`src/rtl/fetch_unit.sv`:
```
// Instruction fetch stage: PC register, IF/ID register, RUN/HALT FSM, one-cycle PC-to-IF/ID latency.
// Optional FETCH_MISALIGN_TRAP_EN traps on misaligned redirect targets; otherwise target bits[1:0] are cleared.
module fetch_unit #(
  parameter logic [31:0] RESET_PC   = 32'h0000_0000,
  parameter int          IMEM_WORDS = 18
) (
  input  logic        clk,
  input  logic        rst_n,
  input  logic        stall,
  input  logic        flush,
  input  logic        redirect_valid,
  input  logic [31:0] redirect_target,
  output logic [31:0] imem_pc,
  input  logic [31:0] imem_inst,
  output logic        ifid_valid,
  output logic [31:0] ifid_pc,
  output logic [31:0] ifid_pc_plus4,
  output logic [31:0] ifid_inst,
  output logic        done,
  output logic [31:0] fetch_count
);

  localparam logic [31:0] NOP        = 32'h0000_0013;
  localparam logic [31:0] IMEM_BYTES = 32'(IMEM_WORDS * 4);
  localparam logic [1:0]  RUN        = 2'd0;
  localparam logic [1:0]  HALT       = 2'd1;
`ifdef FETCH_MISALIGN_TRAP_EN
  localparam logic [1:0]  TRAP       = 2'd2;
`endif

  logic [31:0] pc;
  logic [31:0] pc_plus4;
  logic [1:0]  state;
  logic [31:0] tgt;

`ifdef FETCH_MISALIGN_TRAP_EN
  logic tgt_bad;
  assign tgt     = redirect_target;
  assign tgt_bad = |redirect_target[1:0];
`else
  logic unused_tgt_lsb;
  assign tgt            = {redirect_target[31:2], 2'b00};
  assign unused_tgt_lsb = ^redirect_target[1:0];
`endif

  assign pc_plus4 = pc + 32'd4;
  assign imem_pc  = pc;
  assign done     = (state != RUN);

  always_ff @(posedge clk) begin
    if (!rst_n) begin
      pc            <= RESET_PC;
      state         <= RUN;
      ifid_valid    <= 1'b0;
      ifid_pc       <= 32'h0;
      ifid_pc_plus4 <= 32'h0;
      ifid_inst     <= NOP;
      fetch_count   <= 32'h0;
    end else begin
      case (state)
        RUN: begin
          if (redirect_valid) begin
            ifid_valid <= 1'b0;
            ifid_inst  <= NOP;
`ifdef FETCH_MISALIGN_TRAP_EN
            if (tgt_bad) state <= TRAP;
            else
`endif
            pc <= tgt;
          end else if (stall) begin
            if (flush) begin
              ifid_valid <= 1'b0;
              ifid_inst  <= NOP;
            end
          end else if (pc >= IMEM_BYTES) begin
            ifid_valid <= 1'b0;
            ifid_inst  <= NOP;
            state      <= HALT;
          end else if (flush) begin
            ifid_valid <= 1'b0;
            ifid_inst  <= NOP;
            pc         <= pc_plus4;
          end else begin
            ifid_valid    <= 1'b1;
            ifid_pc       <= pc;
            ifid_pc_plus4 <= pc_plus4;
            ifid_inst     <= imem_inst;
            pc            <= pc_plus4;
            fetch_count   <= fetch_count + 32'd1;
          end
        end
        HALT: begin
          ifid_valid <= 1'b0;
          ifid_inst  <= NOP;
          if (redirect_valid) begin
`ifdef FETCH_MISALIGN_TRAP_EN
            if (tgt_bad) state <= TRAP;
            else
`endif
            // Out-of-range targets are ignored; only reset or a valid target restarts fetch.
            if (tgt < IMEM_BYTES) begin
              pc    <= tgt;
              state <= RUN;
            end
          end
        end
        default: begin
          ifid_valid <= 1'b0;
          ifid_inst  <= NOP;
        end
      endcase
    end
  end

endmodule

```
`config.mk`:
```
export PLATFORM = sky130hd
export DESIGN_NAME = fetch_unit
export DESIGN_NICKNAME = d
export VERILOG_FILES = /design/src/rtl/fetch_unit.sv
export SDC_FILE = /design/constraint.sdc
export NUM_CORES = 1
export LEC_CHECK = 0
export ABC_CLOCK_PERIOD_IN_PS = 3520
export CAP_MARGIN = 20
export CORE_MARGIN = 2
export CORE_UTILIZATION = 40
export DETAILED_ROUTE_END_ITERATION = 10
export HOLD_SLACK_MARGIN = 0.1
export PLACE_DENSITY = 0.74
export SYNTH_ARGS = -nofsm -noshare
export SYNTH_HDL_FRONTEND = slang
export SYNTH_SLANG_ARGS = --single-unit
export TNS_END_PERCENT = 1
```
`constraint.sdc`:
```
create_clock -name clk -period 3.52 [get_ports clk]
set_input_delay 0.88 -clock clk [delete_from_list [all_inputs] [get_ports clk]]
set_output_delay 0.88 -clock clk [all_outputs]
set_load 0.05 [all_outputs]
```
Word-level counts from Yosys, hierarchy flattened --
Index checks and enable logic that the tools add are counted.
Operators by class: add/sub/neg operators 2, $mul 0, div/mod/pow operators 0, magnitude comparators 2, equality and inequality tests 9, shifts and indexed selects 0, mux-type cells 20, bitwise operators 6, reduce and logical (&&, ||, !) cells 7
Operators by type and width (number):
- $mux W32 | 9
- $pmux W32 S2 | 1
- $add A32 B1 Y32 const B | 1
- $add A32 B3 Y32 const B | 1
- $ge A32 B7 Y1 const B | 1
- $lt A32 B7 Y1 const B | 1
- $mux W2 | 5
- $ne A2 B2 Y1 const B | 5
- $reduce_and A5 Y1 | 2
- $ne A3 B3 Y1 const B | 2
- $not A1 Y1 | 6
- $reduce_and A6 Y1 | 1
- $mux W1 | 4
- $pmux W2 S2 | 1
- $reduce_bool A2 Y1 | 2
- $reduce_or A3 Y1 | 1
- $eq A2 B1 Y1 const B | 1
- $logic_not A2 Y1 | 1
- $ne A2 B1 Y1 const B | 1
Word-level totals: register bits after elaboration 163, bits in latches 0, RAM bits 0, memory bits (read-only) 0, input bits 69, output and inout port bits 162, word-level logic and storage cells 53, memories kept 0

Depth between registers and ports, before layout --
Gate-level depths: netlist of the first run.
word-level depth 5, depth in mapped cells 9, depth with buffers taken out 7

Worst setup path before layout of the first run --
Ideal clock, no wire load.
kind reg2reg, from register pc[2], in the netlist imem_pc[2], to register fetch_count[9], setup time 0.070 ns, arrival time 2.824 ns, data required time 3.450 ns, slack 0.626 ns, stages on the path, launching flop included 9, path buffers 1, cell sequence dfxtp_1 -> inv_1 -> ha_1 -> nor2b_1 -> o41a_1 -> or4_4 -> clkbuf_2 -> or4_1 -> a21oi_1
On the way: cells in the longest elaborated chain, start to end 3
RTL lines:
- start, declared | RTL line 31 | logic [31:0] pc;
- start signal, assigned | RTL line 69 | pc <= tgt;
- start signal, assigned | RTL line 82 | pc <= pc_plus4;
- start signal, assigned | RTL line 88 | pc <= pc_plus4;
- $ge A32 B7 Y1 | RTL line 75 | end else if (pc >= IMEM_BYTES) begin
- $not A1 Y1 (no source line)
- $reduce_and A5 Y1 (no source line)
- end signal, assigned | RTL line 89 | fetch_count <= fetch_count + 32'd1;
- end, declared | RTL line 20 | output logic [31:0] fetch_count
No other way between the ends. A chain may end at the register's enable or synchronous reset.

Worst setup path in the final report of the first run --
from input redirect_valid, to register fetch_count[21]
On the way: cells in the longest elaborated chain, start to end 2
RTL lines:
- start, declared | RTL line 11 | input logic redirect_valid,
- $not A1 Y1 (no source line)
- $reduce_and A5 Y1 (no source line)
No other way between the ends.

==> impl_results.md, run 1 <==
* Full die area at 16400 um2
* Leakage power summed over all cells at roughly 3.2 nW
* Max-Cap Viols at 0
* Cell count after placement at 1052
* Number of enable-type register cells in the synthesized netlist at 0
* Startpoint of the lowest-slack hold path: ifid_pc[22]
* Filler instances at 1300
* Initial standard-cell utilization of the core at 40.6%
* P&R area growth vs syn at 49.2%
* Summed instance area of the synthesized netlist at 6150 um2
* Setup repair after global routing missed its margin: false
* Post-synth top flop: dfxtp_1
* Arrival time of the worst setup path at 3.20 ns
* Number of hold buffers added after cts at 0
* Via count of the first global-routing pass at 5353
* Final sum of negative setup slack at 0 ns
* Crit path required time at 3.87 ns
* Via count at 5751
* Max-slew headroom at the worst pin at around 45%
* Ports at about 230
* Fin. Hold Viols at 0
* Cells after Synth at 669
* Total power divided by cell area at 442 nW/um2
* Result of the run: complete, no violations
* Endpoint of the worst hold-timing path: ifid_pc[22]
* Async set-or-reset flop fraction in the synthesized netlist at 0%
* Reg2Reg Setup Slack at around 0.77 ns
* Number of H-tree branching levels at 4
* Startpoint of the worst register-to-register path: imem_pc[22]
* Worst ir drop on vdd at 0.331 mV
* Max Clk Rate at 351 MHz
* Unique masters post-synth at 53
* Buffers added on ports at ~220
* Wirelength per Cell at 16.6 um
* Mean post-synth cell area at 9.20 um2
* First-pass GRT wire length at 28.0 mm
* Time the final worst path needs with I/O delays and setup at 2.85 ns
* Number of sinks handled by clock tree synthesis at 156
* Violation count after the first detailed-route iteration at 379
* Area of the core region at 15100 um2
* Setup-violating endpoint count in the final report at 0
* Flip-flop and latch count after synthesis at 156
* Largest clock skew in the final design at 0.0103 ns
* GRT Residual Overflow at 0
* Clock transition at path regs at 0.07 ns
* Last weighted congestion value of the routability-driven placer at 0.820
* Final wirelength at 18.0 mm
* PostCTS Resize Cnt at 0
* HP Class: reg2reg
* Final cycle utilization of the critical path at 81.0%
* Pin count of the biggest net entering global routing at between 50 and 60
* Clock tree from TritonCTS: yes
* Slew at the pin closest to its max-slew limit at 0.823 ns
* Latest clock arrival within the worst-skew pair at 0.42 ns
* Most common cell after layout, fill and taps aside: clkdlybuf4s50_1
* Sort of element at the end of the critical path: register
* Most used cells in the layout excluding fill and tap cells: clkdlybuf4s50_1 (222), dfxtp_1 (156), nor2_1 (66)
* CTS max path bufs at 2
* Proportion of synthesized chip area in sequential cells at around half
* Number of pins exceeding their max-slew limit in the final report at 0
* Residual antenna-violating net count after detailed routing at 0
* Number of instances on the worst hold path at 1
* Worst Hold Slack at 0.458 ns
* Diodes inserted at 0
* Number of antenna violations at the first check in global routing at 0
* Worst reg2reg path depth at 5
* Clock buffer count from CTS at 17
* DP HPWL at ~13 mm
* Placement-stage cell area at 8600 um2
* Number of standard cells in the layout, taps in and fillers out at ~1100
* Count of yosys warnings during synthesis at 0
* Pre-antenna DRT Iters at 5
* FP Rows at 45
* Final core utilization at 60.6%
* Share of post-route cells with drive strength above 1 at 7.04%
* Path type of the worst setup path: in2reg
* Setup Buffers After CTS at 0
* Critical-path maximum fanout at 49
* Ratio of routed vias to standard cells at ~5.3
* Global routing usage summed across all routing layers at between 20 and 25%
* Horizontal die dimension at 128 um
* DRC errors left at 0
* Die boundary height at 128 um
* Final Cell Area at 9180 um2
* Count of nets after finishing at 955
* Cell at the root of the clock tree: clkbuf_16
* R2r endpoint: fetch_count[21]
* Startpoint type of the worst setup path: input pin
power breakdown:
part           switching [mW]  internal [mW]  total (mW)
registers              0.0294           1.79        1.82
logic                   0.252          0.170       0.422
clock network           0.798           1.02        1.82
total                    1.08           2.98        4.06
state kept, by name, summed over array words and instances (netlist names):
| signal | count |
|---|---|
| fetch_count | 32 |
| ifid_inst | 32 |
| ifid_pc | 30 |
| state | 1 |
| ifid_pc_plus4 | 30 |
| ifid_valid | 1 |
| imem_pc | 30 |
Yosys cell counts, types with 4 or more instances:
library cell	count	area share, %
dfxtp_1	156	51
nor2_1	67	4.1
nand2_1	52	3.2
and2_1	51	5.2
a21oi_1	36	2.9
clkbuf_1	36	2.2
a22oi_1	30	3.7
o31ai_1	25	3.0
mux2i_1	22	3.6
or4_1	22	2.7
nand3_1	17	1.4
nor4_1	14	1.4
nand4_1	13	1.3
nand2b_1	12	1.2
nor3_1	9	0.73
o21ai_0	9	0.73
inv_1	8	0.49
and3_1	7	0.71
buf_2	7	0.57
o22ai_1	7	0.71
buf_4	6	0.73
nor2b_1	6	0.61
a211oi_1	5	0.61
o41ai_1	5	0.71
xnor2_1	4	0.57
how the worst max path moves through the flow:
stage | endpoint | cells after the start | start
4_1_cts | fetch_count[13] | 7 | redirect_valid
5_1_grt | fetch_count[21] | 7 | redirect_valid
2_1_floorplan | fetch_count[9] | 8 | imem_pc[2]
3_5_place_dp | fetch_count[13] | 7 | redirect_valid
3_3_place_gp | fetch_count[30] | 7 | redirect_valid
6_report | fetch_count[21] | 7 | redirect_valid
kinds of logic (layout without fill, tap and decap cells):
logic type               after synthesis  count (layout)  share of synthesized area (%)
AO/OA/AOI/OAI                        134             134                           14.8
AND/OR/NAND/NOR                      288             288                           25.2
XOR/XNOR                               6               6                          0.854
other                                  1               6                         0.0609
buffers and inverters                 59             280                           4.15
multiplexers                          22              22                           3.58
flip-flops                           156             156                           50.7
adder cells (fa/ha/maj)                3               3                          0.610
metrics by stage:
step	setup WS (ns)	total power, mW
2_1_floorplan	0.626	2.09
3_5_place_dp	0.241	2.28
5_1_grt	0.557	4.19
4_1_cts	0.690	4.10
3_3_place_gp	0.269	2.28
6_report	0.667	4.06
area by class of cell:
| cell class | instances | area (um2) | area share, % |
|---|---|---|---|
| Sequential cell | 156 | 3120 | 34.0 |
| Multi-Input combinational cell | 459 | 2820 | 30.7 |
| Timing Repair Buffer | 241 | 2390 | 26.0 |
| Clock buffer | 18 | 439 | 4.78 |
| Tap cell | 188 | 235 | 2.56 |
| Clock inverter | 13 | 143 | 1.55 |
| Inverter | 8 | 30.0 | 0.327 |
critical path: stages:
cell and delay, ns:
clkdlybuf4s50_1 0.42, nor4_1 0.26, buf_4 0.17, nand4_1 0.11, or4_4 0.66, or4_1 0.54, a21oi_1 0.15
metal layers:
layer  GRT usage (%)  vias up  routed length (um)
met5               0        -                   0
met4            6.08        0                 174
met3            9.22       14                1680
met2            35.1      217                8500
met1            26.6     2692                7650
li1                -     2828                   -
Power figures use the tool's default switching activity.
==> run 2, diff against run 1 <==
- ABC_CLOCK_PERIOD_IN_PS: 3520 -> 2800
- clock period: 3.52 -> 2.8 ns (I/O delays scaled with it)
==> impl_results.md, run 2 (synthesized netlist as in run 1, its figures left out) <==
* Startpoint type of the worst setup path: input pin
* Number of H-tree branching levels at 4
* Max-Cap Viols at 0
* Final wirelength at ~18 mm
* Cell at the root of the clock tree: clkbuf_16
* Slew at the pin closest to its max-slew limit at 0.822 ns
* CTS max path bufs at 2
* Critical-path maximum fanout at 50
* Last weighted congestion value of the routability-driven placer at 0.842
* Ratio of routed vias to standard cells at 5.32
* Wirelength per Cell at 16.4 um
* DP HPWL at 12.9 mm
* Full die area at 16400 um2
* First-pass GRT wire length at between 20 and 30 mm
* Result of the run: complete, no violations
* Via count at 5833
* Die boundary height at 128 um
* PostCTS Resize Cnt at 0
* Final core utilization at 61.4%
* Post-placement setup slack at -0.272 ns
* Max Clk Rate at 375 MHz
* HP Class: reg2reg
* Buffers added on ports at 222
* Residual antenna-violating net count after detailed routing at 0
* Clock transition at path regs at 0.07 ns
* Max-slew headroom at the worst pin at 45.1%
* Time the final worst path needs with I/O delays and setup at 2.67 ns
* DRC errors left at 0
* Pin count of the biggest net entering global routing at 51
* Via count of the first global-routing pass at between 5000 and 6000
* Registers with the most flip-flops: fetch_count: 32 flops, ifid_inst: 32 flops
* FP Rows at 45
* GRT Residual Overflow at 0
* Number of hold buffers added after cts at 0
* Final sum of negative setup slack at 0 ns
* Count of nets after finishing at between 900 and 1000
* Total power divided by cell area at between 500 and 600 nW/um2
* Most used cells in the layout excluding fill and tap cells: clkdlybuf4s50_1 (222), dfxtp_1 (155), nor2_1 (66)
* Setup-violating endpoint count in the final report at 0
* Path type of the worst setup path: in2reg
* Most common cell after layout, fill and taps aside: clkdlybuf4s50_1
* Arrival time of the worst setup path at 3.02 ns
* Leakage power summed over all cells at roughly 3.3 nW
* Diodes inserted at 0
* Reg2Reg Setup Slack at 0.29 ns
* Number of sinks handled by clock tree synthesis at 156
* Initial standard-cell utilization of the core at 40.6%
* Setup Buffers After CTS at 0
* Global routing usage summed across all routing layers at roughly 22%
* Number of pins exceeding their max-slew limit in the final report at 0
* Setup repair after global routing missed its margin: false
* Worst ir drop on vdd at 0.355 mV
* Clock tree from TritonCTS: yes
* Final cycle utilization of the critical path at 95.2%
* Share of post-route cells with drive strength above 1 at 8.58%
* Pre-antenna DRT Iters at 4
* Clock buffer count from CTS at 17
* Number of antenna violations at the first check in global routing at 0
* Fin. Hold Viols at 0
* Sort of element at the end of the critical path: register
* Ports at approximately 230
* Worst Hold Slack at 0.458 ns
* P&R area growth vs syn at 51.1%
* Setup slack after layout at ~0.13 ns
* Violation count after the first detailed-route iteration at approximately 310
* Area of the core region at 15100 um2
* Largest clock skew in the final design at 0.0125 ns
* Latest clock arrival within the worst-skew pair at 0.43 ns
* Crit path required time at around 3.2 ns
* Horizontal die dimension at 128 um
[run 2: cell count changes in the layout (fill, tap and decap cells not counted), moves of 2 or more]
cell        before  now
buf_4           17   28
inv_6            6    4
buf_12           2    5
clkinvlp_4       0    2
[run 2: path summary, 6_finish.rpt]
kind	startpoint	to	cells after the start
worst max-delay path	redirect_valid	fetch_count[10]	8
worst min-delay path	ifid_pc[15]	ifid_pc[15]	1
worst max register to register	imem_pc[22]	fetch_count[10]	6
worst min register to register	ifid_pc[15]	ifid_pc[15]	1
[run 2: power breakdown]
| group | total, mW | switching, mW | internal [mW] |
|---|---|---|---|
| Combinational | 0.558 | 0.326 | 0.232 |
| Sequential | 2.28 | 0.0329 | 2.25 |
| Clock | 2.17 | 1.01 | 1.17 |
| Total | 5.01 | 1.37 | 3.65 |
[run 2: critical path: stages]
cell and delay [ns]:
clkdlybuf4s50_1 0.42, nor4_1 0.32, buf_4 0.18, nand4_1 0.10, or4_4 0.44, buf_12 0.20
or4_1 0.48, a21oi_1 0.15
[run 2: cell type report]
| type | instances | area [um2] |
|---|---|---|
| Timing Repair Buffer | 255 | 2530 |
| Fill cell | 1293 | 5850 |
| Multi-Input combinational cell | 459 | 2820 |
| Inverter | 8 | 30.0 |
| Clock inverter | 14 | 131 |
| Sequential cell | 156 | 3120 |
| Clock buffer | 17 | 425 |
| Tap cell | 188 | 235 |
[run 2: metal layers]
layer	wire length [um]	track usage (%)
met3	1800	10.2
met5	0	0
met2	8370	35.9
met4	252	6.66
met1	7570	26.2
[run 2: metrics by stage]
stage                     power (mW)  instance area [um2]  instances
after global routing            5.17                 9300       1097
after global placement          2.88                 8740       1066
after detailed placement        2.89                 8740       1066
final                           5.01                 9300       1097
after CTS                       5.05                 9300       1097
after floorplan                 2.63                 6170        674
==> run 3, diff against run 2 <==
- SETUP_SLACK_MARGIN: not set -> 0.5
==> impl_results.md, run 3 (synthesized netlist as in run 1, its figures left out) <==
* Max-slew headroom at the worst pin at between 40% and 50%
* Clock transition at path regs at about 0.070 ns
* Registers with the most flip-flops: fetch_count: 32 flops, ifid_inst: 32 flops
* Final core utilization at between 60% and 70%
* Critical-path maximum fanout at 8
* Max-Cap Viols at 0
* Ports at 231
* Setup-violating endpoint count in the final report at 0
* Part of the total power dissipated in combinational logic at 11.1%
* Pin count of the biggest net entering global routing at 51
* Horizontal die dimension at 128 um
* Slowest library cell on the worst path: or4_4
* Worst Hold Slack at between 0.4 and 0.5 ns
* Internal power at 3.79 mW
* Buffers added on ports at roughly 220
* Startpoint of the worst register-to-register path: imem_pc[2]
* Count of nets after finishing at 986
* Critical path, cell by cell: inv_4 > ha_4 > nor2b_4 > o41a_1 > or4_4 > buf_6 > buf_4 > o31ai_1 > a21oi_2
* Global routing usage summed across all routing layers at 21.3%
* Net switching power figure at 1.43 mW
* Full die area at 16400 um2
* DRC errors left at 0
* Via count of the first global-routing pass at ~5500
* Max Clk Rate at 378 MHz
* R2r endpoint: fetch_count[15]
* Largest clock skew in the final design at 0.0131 ns
* Final sum of negative setup slack at 0 ns
* Critical path's largest stage delay at about 0.62 ns
* Most used cells in the layout excluding fill and tap cells: clkdlybuf4s50_1 (219), dfxtp_1 (152), nor2_1 (66)
* Cell count after placement at between 1000 and 1500
* Number of instances on the worst hold path at 1
* CTS max path bufs at 2
* Worst reg2reg path depth at 9
* Startpoint of the lowest-slack hold path: ifid_pc[19]
* Clock tree from TritonCTS: yes
* Number of sinks handled by clock tree synthesis at 156
* Share of post-route cells with drive strength above 1 at 12.4%
* Setup repair after global routing missed its margin: true
* Die boundary height at 128 um
* First-pass GRT wire length at 28.0 mm
* Cell at the root of the clock tree: clkbuf_16
* Initial standard-cell utilization of the core at about two fifths
* Most common cell after layout, fill and taps aside: clkdlybuf4s50_1
* Ratio of routed vias to standard cells at 5.35
* Arrival time of the worst setup path at 2.94 ns
* Number of antenna violations at the first check in global routing at 1
* Final wirelength at ~18 mm
* Leakage power summed over all cells at 3.43 nW
* Reg2Reg Setup Slack at 0.15 ns
* Area of the core region at about 15000 um2
* P&R area growth vs syn at 56.1%
* Post-placement setup slack at -0.294 ns
* Fin. Hold Viols at 0
* Wirelength per Cell at 16.4 um
* Filler instances at roughly 1300
* Residual antenna-violating net count after detailed routing at 0
* Switching Fraction at 27.4%
* Result of the run: complete, no violations
* Pre-antenna DRT Iters at 5
* FP Rows at 45
* Last weighted congestion value of the routability-driven placer at 0.894
* Violation count after the first detailed-route iteration at 488
* Startpoint type of the worst setup path: register
* Worst ir drop on vdd at 0.477 mV
* Clock buffer count from CTS at 17
* HP Class: reg2reg
* Number of pins exceeding their max-slew limit in the final report at 0
* Slew at the pin closest to its max-slew limit at 0.864 ns
* Latest clock arrival within the worst-skew pair at between 0.4 and 0.5 ns
* Number of standard cells in the layout, taps in and fillers out at 1116
* Final cycle utilization of the critical path at roughly 95%
* Number of hold buffers added after cts at 0
* GRT Residual Overflow at 0
* Via count at around 6000
* Setup slack after layout at 0.153 ns
* Time the final worst path needs with I/O delays and setup at 2.65 ns
* Power share of the sequential group at 43.8%
* Number of H-tree branching levels at 4
* Crit path required time at 3.10 ns
* Clock group share of total power at 45.1%
* Total power divided by cell area at 543 nW/um2
* DP HPWL at around 12 mm
* Path type of the worst setup path: reg2reg
* Sort of element at the end of the critical path: register
* Endpoint of the worst hold-timing path: ifid_pc[19]
## run 3: changes by cell type in the layout (fill, tap and decap cells not counted), sizes merged, moves of 2 or more
cell / before / now
clkinvlp: 2 / 0
buf: 33 / 47
inv: 15 / 18
clkdlybuf4s50: 222 / 219
dlymetal6s2s: 0 / 2
clkbuf: 17 / 19
## run 3: metal layers
metal	track usage, %	routed length (um)
met1	27.8	7840
met4	5.37	141
met3	8.26	1740
met2	33.5	8570
met5	0	0
## run 3: worst max-delay path by stage
stage | start | end | cells after the start
after floorplan | imem_pc[2] | fetch_count[6] | 8
after global placement | stall | fetch_count[27] | 7
after detailed placement | stall | fetch_count[12] | 7
after CTS | stall | fetch_count[12] | 7
after global routing | imem_pc[2] | fetch_count[15] | 9
final | imem_pc[2] | fetch_count[15] | 9
## run 3: area by class of cell
| type | count | area, um2 | area share [%] |
|---|---|---|---|
| Antenna cell | 1 | 2.50 | 0.0260 |
| Clock buffer | 17 | 425 | 4.43 |
| Clock inverter | 15 | 188 | 1.95 |
| Inverter | 8 | 32.5 | 0.339 |
| Multi-Input combinational cell | 460 | 2910 | 30.3 |
| Sequential cell | 156 | 3130 | 32.6 |
| Tap cell | 188 | 235 | 2.45 |
| Timing Repair Buffer | 271 | 2690 | 28.0 |
## run 3: per-stage QoR
step / total power, mW / area, um2
6_report: 5.22 / 9610
5_1_grt: 5.40 / 9610
2_1_floorplan: 2.63 / 6210
4_1_cts: 5.25 / 9410
3_3_place_gp: 2.89 / 8800
3_5_place_dp: 2.89 / 8800
## run 3: power groups by stage
stage | Sequential, mW | Clock, mW | Combinational, mW
3_5_place_dp | 2.34 | 0 | 0.556
4_1_cts | 2.29 | 2.40 | 0.559
6_report | 2.29 | 2.36 | 0.578
3_3_place_gp | 2.34 | 0 | 0.555
2_1_floorplan | 2.44 | 0 | 0.192
5_1_grt | 2.29 | 2.50 | 0.613
## run 3: critical path: cells and delay by family, from the launching register on
family          cells  cell delay (ns)
compound gates      3             0.89
fa+ha+maj           1             0.15
buf+inv             3             0.34
flops               1             0.38
simple gates        2             0.74
## run 3: repair_timing
action	4_1_cts	5_1_grt
gates cloned	0	3
setup endpoints to repair	188	272
hold endpoints to repair	0	0
pin swaps	0	6
gates resized for setup	2	22
setup buffers	0	6
